**src/rtl/pdp11_mem_arbiter.sv**
```systemverilog
// pdp11_mem_arbiter: shares the PDP-11 data-memory port among NUM_REQ requesters.
// Build option PDP11_ARB_RR_EN selects round-robin arbitration (default: fixed priority).
//
// state | meaning
// IDLE  | arbitrate pending requests, latch winner and its fields
// BUSY  | memory strobe active, timeout counter running
// RESP  | one-cycle done/err pulse to the granted requester
module pdp11_mem_arbiter #(
  parameter int NUM_REQ = 3,
  parameter int TIMEOUT = 64
) (
  input  logic                    clk,
  input  logic                    rst_n,
  input  logic [NUM_REQ-1:0]      req_valid,
  input  logic [NUM_REQ-1:0]      req_we,
  input  logic [NUM_REQ-1:0]      req_byte,
  input  logic [NUM_REQ*16-1:0]   req_addr,
  input  logic [NUM_REQ*16-1:0]   req_wdata,
  output logic [NUM_REQ-1:0]      rsp_done,
  output logic [NUM_REQ-1:0]      rsp_err,
  output logic                    rsp_trap_nxm,
  output logic [15:0]             rsp_rdata,
  output logic                    mem_req,
  output logic                    mem_we,
  output logic [1:0]              mem_be,
  output logic [15:0]             mem_addr,
  output logic [15:0]             mem_wdata,
  input  logic [15:0]             mem_rdata,
  input  logic                    mem_ready
);

  localparam int IDX_W = (NUM_REQ > 1) ? $clog2(NUM_REQ) : 1;
  localparam int CNT_W = $clog2(TIMEOUT + 1);
  localparam logic [NUM_REQ-1:0] REQ_ONE = NUM_REQ'(1);

  typedef enum logic [1:0] {IDLE, BUSY, RESP} state_t;

  state_t           state, state_nxt;
  logic [IDX_W-1:0] g_idx;
  logic             g_we, g_byte, g_err, g_nxm;
  logic [15:0]      g_addr, g_wdata, g_rdata;
  logic [CNT_W-1:0] tmo_cnt;

  logic             grant_any;
  logic [IDX_W-1:0] grant_idx;
  int               cand;
  logic             sel_we, sel_byte, sel_odd;
  logic [15:0]      sel_addr, sel_wdata;
  logic             tmo_hit, busy, resp;
  logic [15:0]      rd_lane;

`ifdef PDP11_ARB_RR_EN
  logic [IDX_W-1:0] rr_ptr;

  always_ff @(posedge clk or negedge rst_n) begin
    if (!rst_n) begin
      rr_ptr <= IDX_W'(NUM_REQ - 1);
    end else if (state == IDLE && grant_any) begin
      rr_ptr <= grant_idx;
    end
  end
`endif

  // First valid requester in search order wins.
  always_comb begin
    grant_any = 1'b0;
    grant_idx = '0;
    cand      = 0;
    for (int i = 0; i < NUM_REQ; i++) begin
`ifdef PDP11_ARB_RR_EN
      cand = (int'(rr_ptr) + 1 + i) % NUM_REQ;
`else
      cand = i;
`endif
      if (!grant_any && req_valid[cand]) begin
        grant_any = 1'b1;
        grant_idx = IDX_W'(cand);
      end
    end
  end

  assign sel_we    = req_we[grant_idx];
  assign sel_byte  = req_byte[grant_idx];
  assign sel_addr  = req_addr[16*grant_idx +: 16];
  assign sel_wdata = req_wdata[16*grant_idx +: 16];
  assign sel_odd   = !sel_byte && sel_addr[0];

  assign tmo_hit = (tmo_cnt == CNT_W'(TIMEOUT - 1));
  assign rd_lane = !g_byte ? mem_rdata :
                   (g_addr[0] ? {8'h00, mem_rdata[15:8]} : {8'h00, mem_rdata[7:0]});

  always_ff @(posedge clk or negedge rst_n) begin
    if (!rst_n) begin
      state <= IDLE;
    end else begin
      state <= state_nxt;
    end
  end

  always_comb begin
    state_nxt = state;
    case (state)
      IDLE:    if (grant_any) state_nxt = sel_odd ? RESP : BUSY;
      BUSY:    if (mem_ready || tmo_hit) state_nxt = RESP;
      RESP:    state_nxt = IDLE;
      default: state_nxt = IDLE;
    endcase
  end

  always_ff @(posedge clk or negedge rst_n) begin
    if (!rst_n) begin
      g_idx   <= '0;
      g_we    <= 1'b0;
      g_byte  <= 1'b0;
      g_err   <= 1'b0;
      g_nxm   <= 1'b0;
      g_addr  <= '0;
      g_wdata <= '0;
      g_rdata <= '0;
      tmo_cnt <= '0;
    end else begin
      case (state)
        IDLE: begin
          tmo_cnt <= '0;
          if (grant_any) begin
            g_idx   <= grant_idx;
            g_we    <= sel_we;
            g_byte  <= sel_byte;
            g_addr  <= sel_addr;
            g_wdata <= sel_wdata;
            g_err   <= sel_odd;
            g_nxm   <= 1'b0;
          end
        end
        BUSY: begin
          tmo_cnt <= tmo_cnt + 1'b1;
          // A ready on the final cycle beats the timeout.
          if (mem_ready) begin
            g_rdata <= rd_lane;
          end else if (tmo_hit) begin
            g_err <= 1'b1;
            g_nxm <= 1'b1;
          end
        end
        default: ;
      endcase
    end
  end

  assign busy = (state == BUSY);
  assign resp = (state == RESP);

  assign mem_req   = busy;
  assign mem_we    = busy && g_we;
  assign mem_be    = !busy ? 2'b00 : (!g_byte ? 2'b11 : (g_addr[0] ? 2'b10 : 2'b01));
  assign mem_addr  = busy ? {g_addr[15:1], 1'b0} : 16'h0000;
  assign mem_wdata = !busy ? 16'h0000 : (g_byte ? {2{g_wdata[7:0]}} : g_wdata);

  assign rsp_done     = (resp && !g_err) ? (REQ_ONE << g_idx) : '0;
  assign rsp_err      = (resp &&  g_err) ? (REQ_ONE << g_idx) : '0;
  assign rsp_trap_nxm = resp && g_err && g_nxm;
  assign rsp_rdata    = (resp && !g_err) ? g_rdata : 16'h0000;

endmodule

```
**config.mk**
```make
export PLATFORM = sky130hd
export DESIGN_NAME = pdp11_mem_arbiter
export DESIGN_NICKNAME = d
export VERILOG_FILES = /design/src/rtl/pdp11_mem_arbiter.sv
export SDC_FILE = /design/constraint.sdc
export NUM_CORES = 1
export LEC_CHECK = 0
export ABC_AREA = 1
export CORE_ASPECT_RATIO = 1.1
export CORE_MARGIN = 4
export CORE_UTILIZATION = 40
export CTS_BUF_LIST = sky130_fd_sc_hd__clkbuf_2
export DETAILED_ROUTE_END_ITERATION = 10
export PLACE_DENSITY_LB_ADDON = 0.3
export SKIP_CTS_REPAIR_TIMING = 1
export SYNTH_ARGS = -nofsm -noshare
export SYNTH_HDL_FRONTEND = slang
export SYNTH_SLANG_ARGS = --single-unit
```
**constraint.sdc**
```tcl
create_clock -name clk -period 2 [get_ports clk]
set_input_delay 0.4 -clock clk [delete_from_list [all_inputs] [get_ports clk]]
set_output_delay 0.4 -clock clk [all_outputs]
set_load 0.05 [all_outputs]
```
**After elaboration in Yosys (flattened, before gate mapping)**

Cells that the tools add are included.

- Bits in registers: 63
- Input bits: 124
- Output and inout bits: 59
- Logic and storage cells: 71

- Add/sub/neg operators: 1
- $lt $le $gt $ge: 1
- Equality and inequality tests: 7
- Shifts and indexed selects: 3
- Muxes and demuxes: 31
- Reduce and logical (&&, ||, !) cells: 18

Operator list:

| operator | number |
|---|---|
| $shiftx A48 B7 Y16 | 2 |
| $mux W16 | 5 |
| $mux W2 | 7 |
| $pmux W7 S2 | 1 |
| $mux W1 | 10 |
| $mux W8 | 1 |
| $add A7 B1 Y7 const B | 1 |
| $eq A7 B6 Y1 const B | 1 |
| $logic_and A1 B1 Y1 | 7 |
| $mux W3 | 2 |
| $ne A2 B2 Y1 const B | 3 |
| $reduce_and A2 Y1 | 3 |
| $bmux W1 S2 | 2 |
| $logic_not A1 Y1 | 4 |
| $pmux W1 S2 | 2 |
| $pmux W2 S2 | 1 |
| $reduce_and A4 Y1 | 1 |
| $lt A2 B3 Y1 const B | 1 |
| $shl A1 B2 Y3 const A | 1 |
| $eq A2 B1 Y1 const B | 1 |
| $eq A2 B2 Y1 const B | 1 |
| $logic_not A2 Y1 | 1 |
| $ne A2 B1 Y1 const B | 1 |
| $reduce_bool A2 Y1 | 1 |
| $logic_or A1 B1 Y1 | 1 |

**Depth between registers and ports, before layout**

- Word-level depth: 14
- Gate-level depth with buffers: 9
- Depth with buffers taken out: 9

**Worst setup path after synthesis**

Ideal clock, no wire load.

- Path type: register -> output
- Start: reg state[1]
- End: out mem_wdata[14]
- Arrival time: 2.010 ns
- Required time: 1.600 ns
- Path slack: -0.410 ns
- Stages on the path, launching flop included: 6
- Path buffers: 2
- Cells stage by stage: dfrtp_1 > buf_6 > nor2_4 > inv_2 > buf_2 > a211oi_1

- Word-level cells in the longest chain between the ends: 2

RTL lines:

| what | line | text |
|---|---|---|
| start: declaration | 38 | `state_t state, state_nxt;` |
| start signal: assignment | 96 | `state <= state_nxt;` |
| $eq A2 B1 Y1 | 150 | `assign busy = (state == BUSY);` |
| $mux W16 | 157 | `assign mem_wdata = !busy ? 16'h0000 : (g_byte ? {2{g_wdata[7:0]}} : g_wdata);` |
| end: declaration | 27 | `output logic [15:0] mem_wdata,` |

No other way between the ends.

**Worst setup path in the final report**

- Start: reg state[0]
- End: out rsp_done[0]

- Word-level cells in the longest chain between the ends: 3

RTL lines:

| what | line | text |
|---|---|---|
| $eq A2 B2 Y1 | 151 | `assign resp = (state == RESP);` |
| $logic_and A1 B1 Y1 | 159 | `assign rsp_done = (resp && !g_err) ? (REQ_ONE << g_idx) : '0;` |
| $mux W3 | 159 |  |
| end: declaration | 19 | `output logic [NUM_REQ-1:0] rsp_done,` |

No other way between the ends.

==> results.sh <==
export IMPL_ys_seq_area_share_pct=40.8
export IMPL_grt_overflow_total=0
export IMPL_cp_required_ps=1600
export IMPL_path_buf_inv=2
export IMPL_via_per_inst=5.19
export IMPL_critPathLaunch="state[0]"
export IMPL_synthFlopType="dfrtp_1"
export IMPL_setup_tns_ps=-8510
export IMPL_portBuffers=181
export IMPL_crit_family="simple AND/OR/NAND/NOR gates"
export IMPL_drtIter0Drc=221
export IMPL_r2r_end="g_addr[13]"
export IMPL_drive_gt1_share_pct=27.0
export IMPL_avgSynthCellArea_um2=7.40
export IMPL_power_leakage_uw=0.00305
export IMPL_rows=37
export IMPL_synth_top_family_by_area="simple AND/OR/NAND/NOR gates"
export IMPL_layout_setup_ws_ps=-196
export IMPL_rsz0062_at_grt="true"
export IMPL_antenna_found_initial=0
export IMPL_clk_latency_ps=520
export IMPL_ys_ff_latch=63
export IMPL_async_flop_share_pct=100
export IMPL_cp_max_fo=4
export IMPL_yosys_warnings=0
export IMPL_clk_pin_slew_ps=210
export IMPL_grt_pass1_wl_um=21100
export IMPL_synthMuxAreaShare_pct=0
export IMPL_status="complete, but fails checks"
export IMPL_violations="negative setup slack"
export IMPL_crit_path_end_kind="output pin"
export IMPL_ant_nets=0
export IMPL_nets=832
export IMPL_cts_root_buf="clkbuf_2"
export IMPL_synth_top_area_share_pct=40.8
export IMPL_synth_adder_area_share_pct=0.324
export IMPL_cp_cell_sequence="inv_2, nand3_2, nor3_1, buf_12"
export IMPL_critPathArrivalTime_ps=1800
export IMPL_die_x_um=102
export IMPL_synth_xor_area_share_pct=0.227
export IMPL_synth_simple_area_share_pct=25.7
export IMPL_synth_edf_count=0
export IMPL_area_growth_pct=81.3
export IMPL_cpPeakStageDelay_ps=460
export IMPL_clockBufferDepth=2
export IMPL_worst_path_max_delay_cell="dfrtp_1"
export IMPL_wirelength_um=13800
export IMPL_setup_violations_final=58
export IMPL_cts_num_sinks=63
export IMPL_grt_usage_pct=23.6
export IMPL_synth_distinct_cells=35
export IMPL_r2r_cells=7
export IMPL_hold_viol=0
export IMPL_crit_type="reg2out"
export IMPL_drv_cap=0
export IMPL_drv_slew=0
export IMPL_syn_inst=522
export IMPL_synthesis_nets=647
export IMPL_die_h_um=111
export IMPL_synth_compound_area_share_pct=20.0
export IMPL_place_gp_congestion=0.879
export IMPL_period_share_pct=110
export IMPL_dieArea_um2=11300
export IMPL_fin_hold_ws_ps=380
export IMPL_grt_pass1_vias=4365
export IMPL_synthTopCellsByArea="dfrtp_1 (41%), nand2_1 (12%), inv_1 (5.6%)"
export IMPL_syn_area_um2=3860
export IMPL_dp_hpwl_um=9860
export IMPL_num_vias=4305
export IMPL_yosysTopAreaCell="dfrtp_1"
export IMPL_cp_start_kind="register"
export IMPL_initial_utilization_pct=41.1
export IMPL_period_minus_slack_ps=2200
export IMPL_fmax_ghz=0.455
export IMPL_cellPowerDensity_nw_per_um2=1390
export IMPL_ir_drop_v=0.000717
export IMPL_min_path_type="in2async"
export IMPL_wire_per_inst_um=16.6
export IMPL_grt_max_degree=64
export IMPL_finalClockSkew_ps=31.6
export IMPL_r2r_setup_slack_ps=380
export IMPL_timing_rr_start="state[1]"
export IMPL_n_fill_cell=688
export IMPL_cts_inserted_buffers=9
export IMPL_diodes=0
export IMPL_cts_tree="done"
export IMPL_drc_errors=0
export IMPL_top_level_ports=183
export IMPL_core_um2=9400
export IMPL_htreeDepth=3
export IMPL_drt_pass1_iter_count=4
## worst min-delay path, cell delays in order
cell and delay [ps]:
dlygate4sd3_1 520, buf_2 120, buf_12 300
## power breakdown
group          switching [uW]  leakage (uW)  internal, uW  total, uW
Sequential                327      0.000762          1840       2160
Combinational            3820       0.00222          2850       6670
Clock                     496     0.0000730           403        899
Total                    4650       0.00305          5090       9730
## final cells by class
class / instances / area [um^2] / share of cell area (%)
clock buffer: 9 / 45.0 / 0.643
clock inverter: 7 / 87.6 / 1.25
inverter: 63 / 245 / 3.50
multi-input combinational: 362 / 2130 / 30.4
sequential: 63 / 1580 / 22.6
tap: 117 / 146 / 2.09
timing repair buffer: 208 / 2770 / 39.5
## cells in the final DEF, fill, tap and decap left out, drive strengths merged, types with 2 or more instances in the layout
| cell type | synthesis | final |
|---|---|---|
| nor2 | 60 | 60 |
| a21oi | 42 | 42 |
| nand2 | 130 | 130 |
| nand3 | 34 | 34 |
| o211ai | 16 | 16 |
| inv | 62 | 62 |
| o22ai | 8 | 8 |
| o21ai | 39 | 39 |
| bufinv | 0 | 2 |
| clkdlybuf4s50 | 0 | 122 |
| or2 | 4 | 4 |
| a22oi | 16 | 16 |
| clkinv | 1 | 3 |
| dfrtp | 63 | 63 |
| buf | 31 | 82 |
| nor3 | 6 | 6 |
| clkinvlp | 0 | 3 |
| clkbuf | 3 | 12 |
## flip-flops by register name, indices dropped and copies added, names as in the netlist
name	cells
g_idx	2
g_we	1
g_addr	16
state	2
g_err	1
g_wdata	16
tmo_cnt	7
g_nxm	1
g_rdata	16
g_byte	1
## metal layers
metal / routed length [um] / track usage (%) / up-vias
met2: 7070 / 39.4 / 187
li1: - / - / 2063
met5: 0 / 0 / -
met4: 474 / 11.5 / 0
met3: 1060 / 5.85 / 38
met1: 5170 / 27.7 / 2017
## per-stage QoR
step	instance area (um^2)	setup WS, ps	cells	utilization [%]	total power [uW]
3_5_place_dp	6450	-34.5	802	68.6	8040
6_report	7000	-196	829	74.5	9730
2_1_floorplan	3960	-115	522	-	5530
5_1_grt	7000	-307	829	74.5	10300
3_3_place_gp	6450	30.8	802	68.6	7910
4_1_cts	6580	-319	818	70.1	8930
## Yosys cell counts, drive strengths merged (3+ instances only)
cell / count
a21oi: 42
dfrtp: 63
or2: 4
o21ai: 39
nor3: 6
inv: 62
o211ai: 16
buf: 31
nand3: 34
clkbuf: 3
nand2: 130
o22ai: 8
nor2: 60
a22oi: 16
## logic make-up (layout without fill, tap and decap cells)
| logic type | after synthesis | count (layout) |
|---|---|---|
| fa+ha+maj | 1 | 1 |
| flops | 63 | 63 |
| simple gates | 235 | 235 |
| other cells | 1 | 1 |
| buf+inv | 97 | 287 |
| xor+xnor | 1 | 1 |
| compound gates | 124 | 124 |
## worst max path at each step
stage	endpoint	slack [ps]	cells after the start
after floorplan	rsp_done[0]	-110	3
after global placement	g_wdata[6]	30	7
after detailed placement	g_addr[4]	-30	7
after CTS	mem_addr[1]	-320	5
after global routing	rsp_done[2]	-310	4
final	rsp_done[0]	-200	4
Power figures use the tool's default switching activity.
